`config.mk`:
```
export PLATFORM = sky130hd
export DESIGN_NAME = sccb_slave_emu_flat
export DESIGN_NICKNAME = d
export VERILOG_FILES = /design/src/rtl/sccb_slave_emu_if.sv /design/src/rtl/sccb_slave_emu.sv /design/src/flat_wrapper.sv
export SDC_FILE = /design/constraint.sdc
export NUM_CORES = 2
export LEC_CHECK = 0
export BUFFER_PORTS_ARGS = -buffer_cell sky130_fd_sc_hd__buf_2
export CAP_MARGIN = 30
export CORE_MARGIN = 4
export CORE_UTILIZATION = 58
export DETAILED_ROUTE_END_ITERATION = 8
export GPL_TIMING_DRIVEN = 1
export MAX_ROUTING_LAYER = met4
export PLACE_DENSITY = 0.77
export SLEW_MARGIN = 20
export SYNTH_ARGS = -nofsm -noshare
export SYNTH_HDL_FRONTEND = slang
export SYNTH_SLANG_ARGS = --single-unit
```
`constraint.sdc`:
```
create_clock -name fclk -period 2.6 [get_ports fclk]
set_clock_uncertainty 0.05 [all_clocks]
set_input_delay 0.39 -clock fclk [delete_from_list [all_inputs] [get_ports fclk]]
set_output_delay 0.39 -clock fclk [all_outputs]
set_load 0.02 [all_outputs]
```
`src/rtl/sccb_slave_emu_if.sv`:
```
// SCCB pin bundle: oversampled SIO_C/SIO_D samples in, open-drain SDA pull-down out.
interface sccb_slave_emu_if;
  logic sio_c_in;
  logic sio_d_in;
  logic sio_d_oe;

  modport master (output sio_c_in, output sio_d_in, input sio_d_oe);
  modport slave  (input sio_c_in, input sio_d_in, output sio_d_oe);
endinterface

```
`src/rtl/sccb_slave_emu.sv`:
```
// SCCB responder emulating the OV7660 register port: START/STOP detection on
// oversampled pins, 3-phase write / 2-phase write + 2-phase read decoding, and
// a 256-entry register file behind a persistent sub-address pointer.
module sccb_slave_emu #(
  parameter logic [6:0] DEV_ID = 7'h21,
  parameter bit         ACK_EN = 1'b1,
  parameter logic [7:0] PID_H  = 8'h76,
  parameter logic [7:0] PID_L  = 8'h60
) (
  input  logic            fclk,
  input  logic            rst_n,
  sccb_slave_emu_if.slave sccb,
  output logic            reg_wr_valid,
  output logic [7:0]      reg_wr_addr,
  output logic [7:0]      reg_wr_data,
  output logic            busy,
  output logic [15:0]     id_miss_cnt
);

  typedef enum logic [3:0] {
    S_IDLE, S_ADDR, S_SUB_X, S_SUB, S_SUB2_X, S_WDATA,
    S_WD_X, S_RD_X, S_RDATA, S_RD_NA, S_IGNORE
  } state_t;

  state_t      state, state_n;
  logic [1:0]  c_sync, d_sync;
  logic        c_prev, d_prev;
  logic        scl, sda;
  logic        scl_rise, scl_fall, start_det, stop_det;
  logic [2:0]  bitcnt, bitcnt_n;
  logic [7:0]  shreg, shreg_n;
  logic [7:0]  tx, tx_n;
  logic [3:0]  txcnt, txcnt_n;
  logic        oe_q, oe_n;
  logic        ack_ph, ack_ph_n;
  logic [7:0]  ptr, ptr_n;
  logic        wr_en, miss_inc, wr_pend;
  logic [7:0]  byte_in;
  logic [7:0]  rd_val;
  logic [7:0]  regs [256];

  assign scl       = c_sync[1];
  assign sda       = d_sync[1];
  assign scl_rise  = scl & ~c_prev;
  assign scl_fall  = ~scl & c_prev;
  // SCL must be high in both samples so bus conditions never coincide with SCL edges
  assign start_det = scl & c_prev & d_prev & ~sda;
  assign stop_det  = scl & c_prev & ~d_prev & sda;
  assign byte_in   = {shreg[6:0], sda};
  assign rd_val    = regs[ptr];
  assign sccb.sio_d_oe = oe_q;

  // Two-stage pin synchronisers plus one-cycle delayed copies for edge detection
  always_ff @(posedge fclk or negedge rst_n) begin
    if (!rst_n) begin
      c_sync <= '1;
      d_sync <= '1;
      c_prev <= 1'b1;
      d_prev <= 1'b1;
    end else begin
      c_sync <= {c_sync[0], sccb.sio_c_in};
      d_sync <= {d_sync[0], sccb.sio_d_in};
      c_prev <= c_sync[1];
      d_prev <= d_sync[1];
    end
  end

  // FSM state register
  always_ff @(posedge fclk or negedge rst_n) begin
    if (!rst_n) state <= S_IDLE;
    else        state <= state_n;
  end

  // Next-state and datapath decode; bus conditions override bit activity
  always_comb begin
    state_n  = state;
    bitcnt_n = bitcnt;
    shreg_n  = shreg;
    tx_n     = tx;
    txcnt_n  = txcnt;
    oe_n     = oe_q;
    ack_ph_n = ack_ph;
    ptr_n    = ptr;
    wr_en    = 1'b0;
    miss_inc = 1'b0;
    if (stop_det) begin
      state_n  = S_IDLE;
      oe_n     = 1'b0;
      bitcnt_n = '0;
      ack_ph_n = 1'b0;
    end else if (start_det) begin
      state_n  = S_ADDR;
      bitcnt_n = '0;
      ack_ph_n = 1'b0;
    end else begin
      case (state)
        S_ADDR: if (scl_rise) begin
          shreg_n  = byte_in;
          bitcnt_n = bitcnt + 3'd1;
          if (bitcnt == 3'd7) begin
            if (byte_in[7:1] != DEV_ID) begin
              state_n  = S_IGNORE;
              miss_inc = 1'b1;
            end else if (byte_in[0]) begin
              state_n = S_RD_X;
            end else begin
              state_n = S_SUB_X;
            end
          end
        end
        S_SUB: if (scl_rise) begin
          shreg_n  = byte_in;
          bitcnt_n = bitcnt + 3'd1;
          if (bitcnt == 3'd7) begin
            ptr_n   = byte_in;
            state_n = S_SUB2_X;
          end
        end
        S_WDATA: if (scl_rise) begin
          shreg_n  = byte_in;
          bitcnt_n = bitcnt + 3'd1;
          if (bitcnt == 3'd7) begin
            wr_en   = 1'b1;
            state_n = S_WD_X;
          end
        end
        // 9th bit: the first SCL fall opens the ack low phase, the second closes it.
        // A STOP after SUB2_X ends the transaction as a 2-phase write; the pointer
        // is already latched, so entering WDATA early is harmless.
        S_SUB_X, S_SUB2_X, S_WD_X, S_RD_X: if (scl_fall) begin
          if (!ack_ph) begin
            oe_n     = ACK_EN;
            ack_ph_n = 1'b1;
          end else begin
            ack_ph_n = 1'b0;
            oe_n     = 1'b0;
            if (state == S_RD_X) begin
              oe_n    = ~rd_val[7];
              tx_n    = {rd_val[6:0], 1'b0};
              txcnt_n = 4'd1;
              state_n = S_RDATA;
            end else if (state == S_SUB_X) begin
              state_n = S_SUB;
            end else if (state == S_SUB2_X) begin
              state_n = S_WDATA;
            end else begin
              state_n = S_IGNORE;
            end
          end
        end
        S_RDATA: if (scl_fall) begin
          if (txcnt == 4'd8) begin
            oe_n    = 1'b0;
            state_n = S_RD_NA;
          end else begin
            oe_n    = ~tx[7];
            tx_n    = {tx[6:0], 1'b0};
            txcnt_n = txcnt + 4'd1;
          end
        end
        S_RD_NA: if (scl_rise) state_n = S_IGNORE;
        S_IGNORE: oe_n = 1'b0;
        default: ;
      endcase
    end
  end

  // Datapath registers, register file, write-commit pulse and miss counter
  always_ff @(posedge fclk or negedge rst_n) begin
    if (!rst_n) begin
      bitcnt       <= '0;
      shreg        <= '0;
      tx           <= '0;
      txcnt        <= '0;
      oe_q         <= 1'b0;
      ack_ph       <= 1'b0;
      ptr          <= '0;
      wr_pend      <= 1'b0;
      reg_wr_valid <= 1'b0;
      reg_wr_addr  <= '0;
      reg_wr_data  <= '0;
      busy         <= 1'b0;
      id_miss_cnt  <= '0;
      for (int unsigned i = 0; i < 256; i++) regs[i[7:0]] <= 8'h00;
      regs[8'h0A] <= PID_H;
      regs[8'h0B] <= PID_L;
    end else begin
      bitcnt       <= bitcnt_n;
      shreg        <= shreg_n;
      tx           <= tx_n;
      txcnt        <= txcnt_n;
      oe_q         <= oe_n;
      ack_ph       <= ack_ph_n;
      ptr          <= ptr_n;
      wr_pend      <= wr_en;
      reg_wr_valid <= wr_pend;
      busy         <= (state_n != S_IDLE);
      if (wr_en) begin
        regs[ptr]   <= byte_in;
        reg_wr_addr <= ptr;
        reg_wr_data <= byte_in;
      end
      if (miss_inc && (id_miss_cnt != '1)) id_miss_cnt <= id_miss_cnt + 16'd1;
    end
  end

endmodule
```
`src/flat_wrapper.sv`:
```
// flat-port wrapper written by rule: the top's interface ports become plain ports
module sccb_slave_emu_flat 
#(
  parameter logic [6:0] DEV_ID = 7'h21,
  parameter bit         ACK_EN = 1'b1,
  parameter logic [7:0] PID_H  = 8'h76,
  parameter logic [7:0] PID_L  = 8'h60
)
  (fclk, rst_n, reg_wr_valid, reg_wr_addr, reg_wr_data, busy, id_miss_cnt, sccb_sio_c_in, sccb_sio_d_in, sccb_sio_d_oe);
  sccb_slave_emu_if sccb_i ();
  input  logic fclk;
  input  logic rst_n;
  output logic reg_wr_valid;
  output logic [7:0] reg_wr_addr;
  output logic [7:0] reg_wr_data;
  output logic busy;
  output logic [15:0] id_miss_cnt;
  input wire logic [$bits(sccb_i.sio_c_in)-1:0] sccb_sio_c_in;
  input wire logic [$bits(sccb_i.sio_d_in)-1:0] sccb_sio_d_in;
  output wire logic [$bits(sccb_i.sio_d_oe)-1:0] sccb_sio_d_oe;
  assign sccb_i.sio_c_in = sccb_sio_c_in;
  assign sccb_i.sio_d_in = sccb_sio_d_in;
  assign sccb_sio_d_oe = sccb_i.sio_d_oe;
  sccb_slave_emu #(.DEV_ID(DEV_ID), .ACK_EN(ACK_EN), .PID_H(PID_H), .PID_L(PID_L)) u_core (.fclk(fclk), .rst_n(rst_n), .sccb(sccb_i), .reg_wr_valid(reg_wr_valid), .reg_wr_addr(reg_wr_addr), .reg_wr_data(reg_wr_data), .busy(busy), .id_miss_cnt(id_miss_cnt));
endmodule
```
==> run_results.csv <==
group,metric,value,unit
floorplan,dieArea,175000,sq um
min_path,worstHoldStart,"sccb_sio_d_in",
place,placed_cell_area,110000,sq um
grt,gr-total-overflow,0,
worst_setup_path,reg2reg_slack,-0.62,ns
routing,drtAntennaViolNets,0,
min_path,min_to,"u_core.d_sync[0]$_DFF_PN1_",
finish,drive_above_1_share,60.6,%
outcome,status,"finished with violations",
clocking,clock_path_buffers,3,
timing,finalMaxSlewViolations,0,
clocking,cts_tree,"built",
yosys,async_flop_share,100,%
yosys,synth_largest_area_cell,"dfrtp_1",
finish,area_delta_synth_final,26.0,%
grt,track_usage,34.8,%
grt,busiest_layer,"met2",
grt,use_met1,46.5,%
routing,drt_iter0_drc,6973,
worst_setup_path,path_max_fanout,8,
clocking,cts_made_buffers,214,
finish,fillCellCount,9478,
floorplan,rows,150,
routing,drt_pass1_iterations,6,
min_path,hold_path.class,"input port to flip-flop",
clocking,path_clk_slew,0.07,ns
power,p_per_area,582,nW/um^2
place,hpwl,189,mm
outcome,violations,"setup timing",
worst_setup_path,cp-start-kind,"flip-flop",
yosys,synth-edff-count,0,
worst_setup_path,rr_endpoint,"u_core.tx[4]$_DFFE_PN0P_",
clocking,clock_sinks,2124,
floorplan,ioPinCount,39,
routing,drc,0,
job,cap_violations,0,
yosys,synthTopCellsByArea,"dfrtp_1 54%, mux2_2 24%, mux4_2 12%",
routing,wire_per_inst,31.8,microns
yosys,ys_seq_area_share,54.3,%
routing,drt_wl_total,302,mm
grt,grt_use_met2,52.2,%
worst_setup_path,endpoint_kind,"flip-flop",
yosys,synth_top_area_share,53.9,%
timing,post-route-min-period,3.22,ns
power,leakagePower,57.0,nW
worst_setup_path,rr_startpoint,"u_core.ptr[0]$_DFFE_PN0P_",
floorplan,start_util,58.5,%
floorplan,dieWidth,419,microns
yosys,syn_area,97900,sq um
routing,viasPerCell,6.69,
timing,rsz0062_at_grt,"yes",
yosys,synthFlopType,"dfrtp_1",
timing,finalWorstSetupSlack,-0.619,ns
timing,hold_viol,0,
yosys,synth_cell_type_count,82,
clocking,cts_max_level,4,
timing,setup_viol,2066,
worst_setup_path,critical_path_class,"flip-flop to flip-flop",
worst_setup_path,critical_path_arrival,3.92,ns
worst_setup_path,reg2regPathDepth,13,
timing,slew_headroom,8.65,%
clocking,root_buffer,"clkbuf_16",
worst_setup_path,cp.required,3.30,ns
place,port-buffer-count,38,
yosys,synth-seq-cells,2124,
grt,met3_usage,7.05,%
yosys,syn-instance-count,6286,
floorplan,die_h,419,microns
clocking,worstSkewPairLatency,0.87,ns
yosys,synth_area_per_cell,15.6,sq um
grt,grt_pass1_vias,66200,
grt,grt_first_pass_wirelength,444,mm
yosys,synth.most_common_cell,"dfrtp_1",
floorplan,fp.coreArea,167000,sq um
place,place_congestion,0.931,
power,ir_worst_vdd,1200,uV
yosys,syn_nets,6295,
yosys,yosysWarningCount,0,
power,total_power,71.8,mW
timing,worst_slew_pin_slew,1.37,ns
grt,grt_max_degree,206,
finish,fin_nets,7114,
finish,postLayoutCellArea,123000,sq um
timing,max_freq,311,MHz
yosys,synth_common_cells,"2111 x dfrtp_1, 2059 x mux2_2, 527 x mux4_2, 294 x clkbuf_1, 172 x nand2_1",
grt,grt_antenna_before_repair,4,
timing,min_period_over_period,124,%
min_path,holdPathStages,2,
routing,vias,63500,
where the power goes:
part	switching, mW	total [mW]	leakage, nW	internal (mW)
registers	0.103	33.3	29.6	33.2
clock network	13.7	32.5	3.63	18.9
logic	5.04	5.94	23.7	0.896
total	18.8	71.8	57.0	52.9
timing repair:
item,4_1_cts,5_1_grt
buffers inserted,52,55
setup endpoints to repair,2056,2068
pin swaps,111,102
hold endpoints to repair,948,0
gates cloned,6,3
hold buffers,4,0
gates resized for setup,848,419
layout make-up:
type                            count  area [sq um]  area share, %
Clock buffer                      326          6340           5.14
Sequential cell                  2124         53200           43.1
Antenna cell                        3          7.51        0.00609
Tap cell                         2204          2760           2.24
Timing Repair Buffer             1072         13100           10.6
Multi-Input combinational cell   3677         46800           37.9
Inverter                           16          77.6         0.0629
Clock inverter                     70          1120          0.912
worst max-delay path by stage:
stage,start,to,cells past startpoint
floorplan,u_core.ptr[0]$_DFFE_PN0P_,u_core.tx[1]$_DFFE_PN0P_,8
global placement,u_core.ptr[0]$_DFFE_PN0P_,u_core.tx[6]$_DFFE_PN0P_,10
detailed placement,u_core.ptr[0]$_DFFE_PN0P_,u_core.tx[6]$_DFFE_PN0P_,10
CTS,u_core.ptr[0]$_DFFE_PN0P_,u_core.tx[1]$_DFFE_PN0P_,13
global route,u_core.ptr[0]$_DFFE_PN0P_,u_core.tx[4]$_DFFE_PN0P_,13
finish,u_core.ptr[0]$_DFFE_PN0P_,u_core.tx[4]$_DFFE_PN0P_,13
routing by layer:
metal	up-vias	part of all wire (%)
li1	25000	-
met1	34200	39
met2	3332	47
met3	915	8.3
met4	0	5.6
met5	-	0
per-stage QoR:
| stage | hold slack [ns] | TNS, ns | util [%] | cells | setup WS [ns] |
|---|---|---|---|---|---|
| finish | 0.156 | -624.31 | 73.7 | 9492 | -0.619 |
| global route | 0.154 | -689.80 | 73.7 | 9492 | -0.635 |
| CTS | 0.103 | -291.83 | 72.4 | 9449 | -0.486 |
| detailed placement | 0.239 | -485.62 | 65.6 | 8993 | -0.985 |
| global placement | 0.236 | -441.89 | 65.6 | 8993 | -1.04 |
| floorplan | 0.0444 | 0 | - | 6286 | 0.0106 |
sequential cells by signal, summed over array words and instances (netlist names), 3 cells and up:
signal,count
u_core.regs,2048
u_core.id_miss_cnt,16
u_core.ptr,8
u_core.reg_wr_addr,8
u_core.reg_wr_data,8
u_core.shreg,7
u_core.tx,7
u_core.state,4
u_core.txcnt,4
u_core.bitcnt,3
critical path, cell delays in order (launching register included):
cell	delay (ns)
dfrtp_4	0.56
buf_12	0.19
buf_12	0.13
buf_16	0.13
buf_16	0.13
buf_8	0.12
buf_4	0.13
buf_4	0.16
mux4_2	0.35
nand2_1	0.08
a32o_1	0.25
o21ai_0	0.41
nand2_1	0.17
o21ai_0	0.25
placed cells by master (no fill, tap or decap), types with 14 or more instances in the layout:
master and instances:
clkbuf_1 58, nand2_1 149, buf_2 37, buf_16 19, o21ai_0 28, a22oi_1 31
buf_12 326, mux2i_1 98, buf_4 556, nor2_1 64, nor3_1 17, mux4_2 527
o22ai_1 19, mux2_2 1311, mux2_4 755, a31oi_1 15, dfrtp_1 2097, clkinv_2 26
xor2_1 14, bufinv_16 20, buf_6 99, a21oi_1 53, nor2b_1 20, buf_8 28
clkbuf_16 219, nor2_2 62, nand3_1 37, nor2_4 182, nand2_8 14, clkbuf_8 52
logic make-up after synthesis:
group | after synthesis | share of synthesized area, %
muxes | 2710 | 37.1
AOI/OAI and AO/OA | 284 | 1.99
and+or+nand+nor | 659 | 4.11
buffers and inverters | 485 | 2.29
DFF | 2124 | 54.3
adders and majority gates | 5 | 0.0639
xor gates and xnor gates | 19 | 0.170
Power figures use the tool's default switching activity.
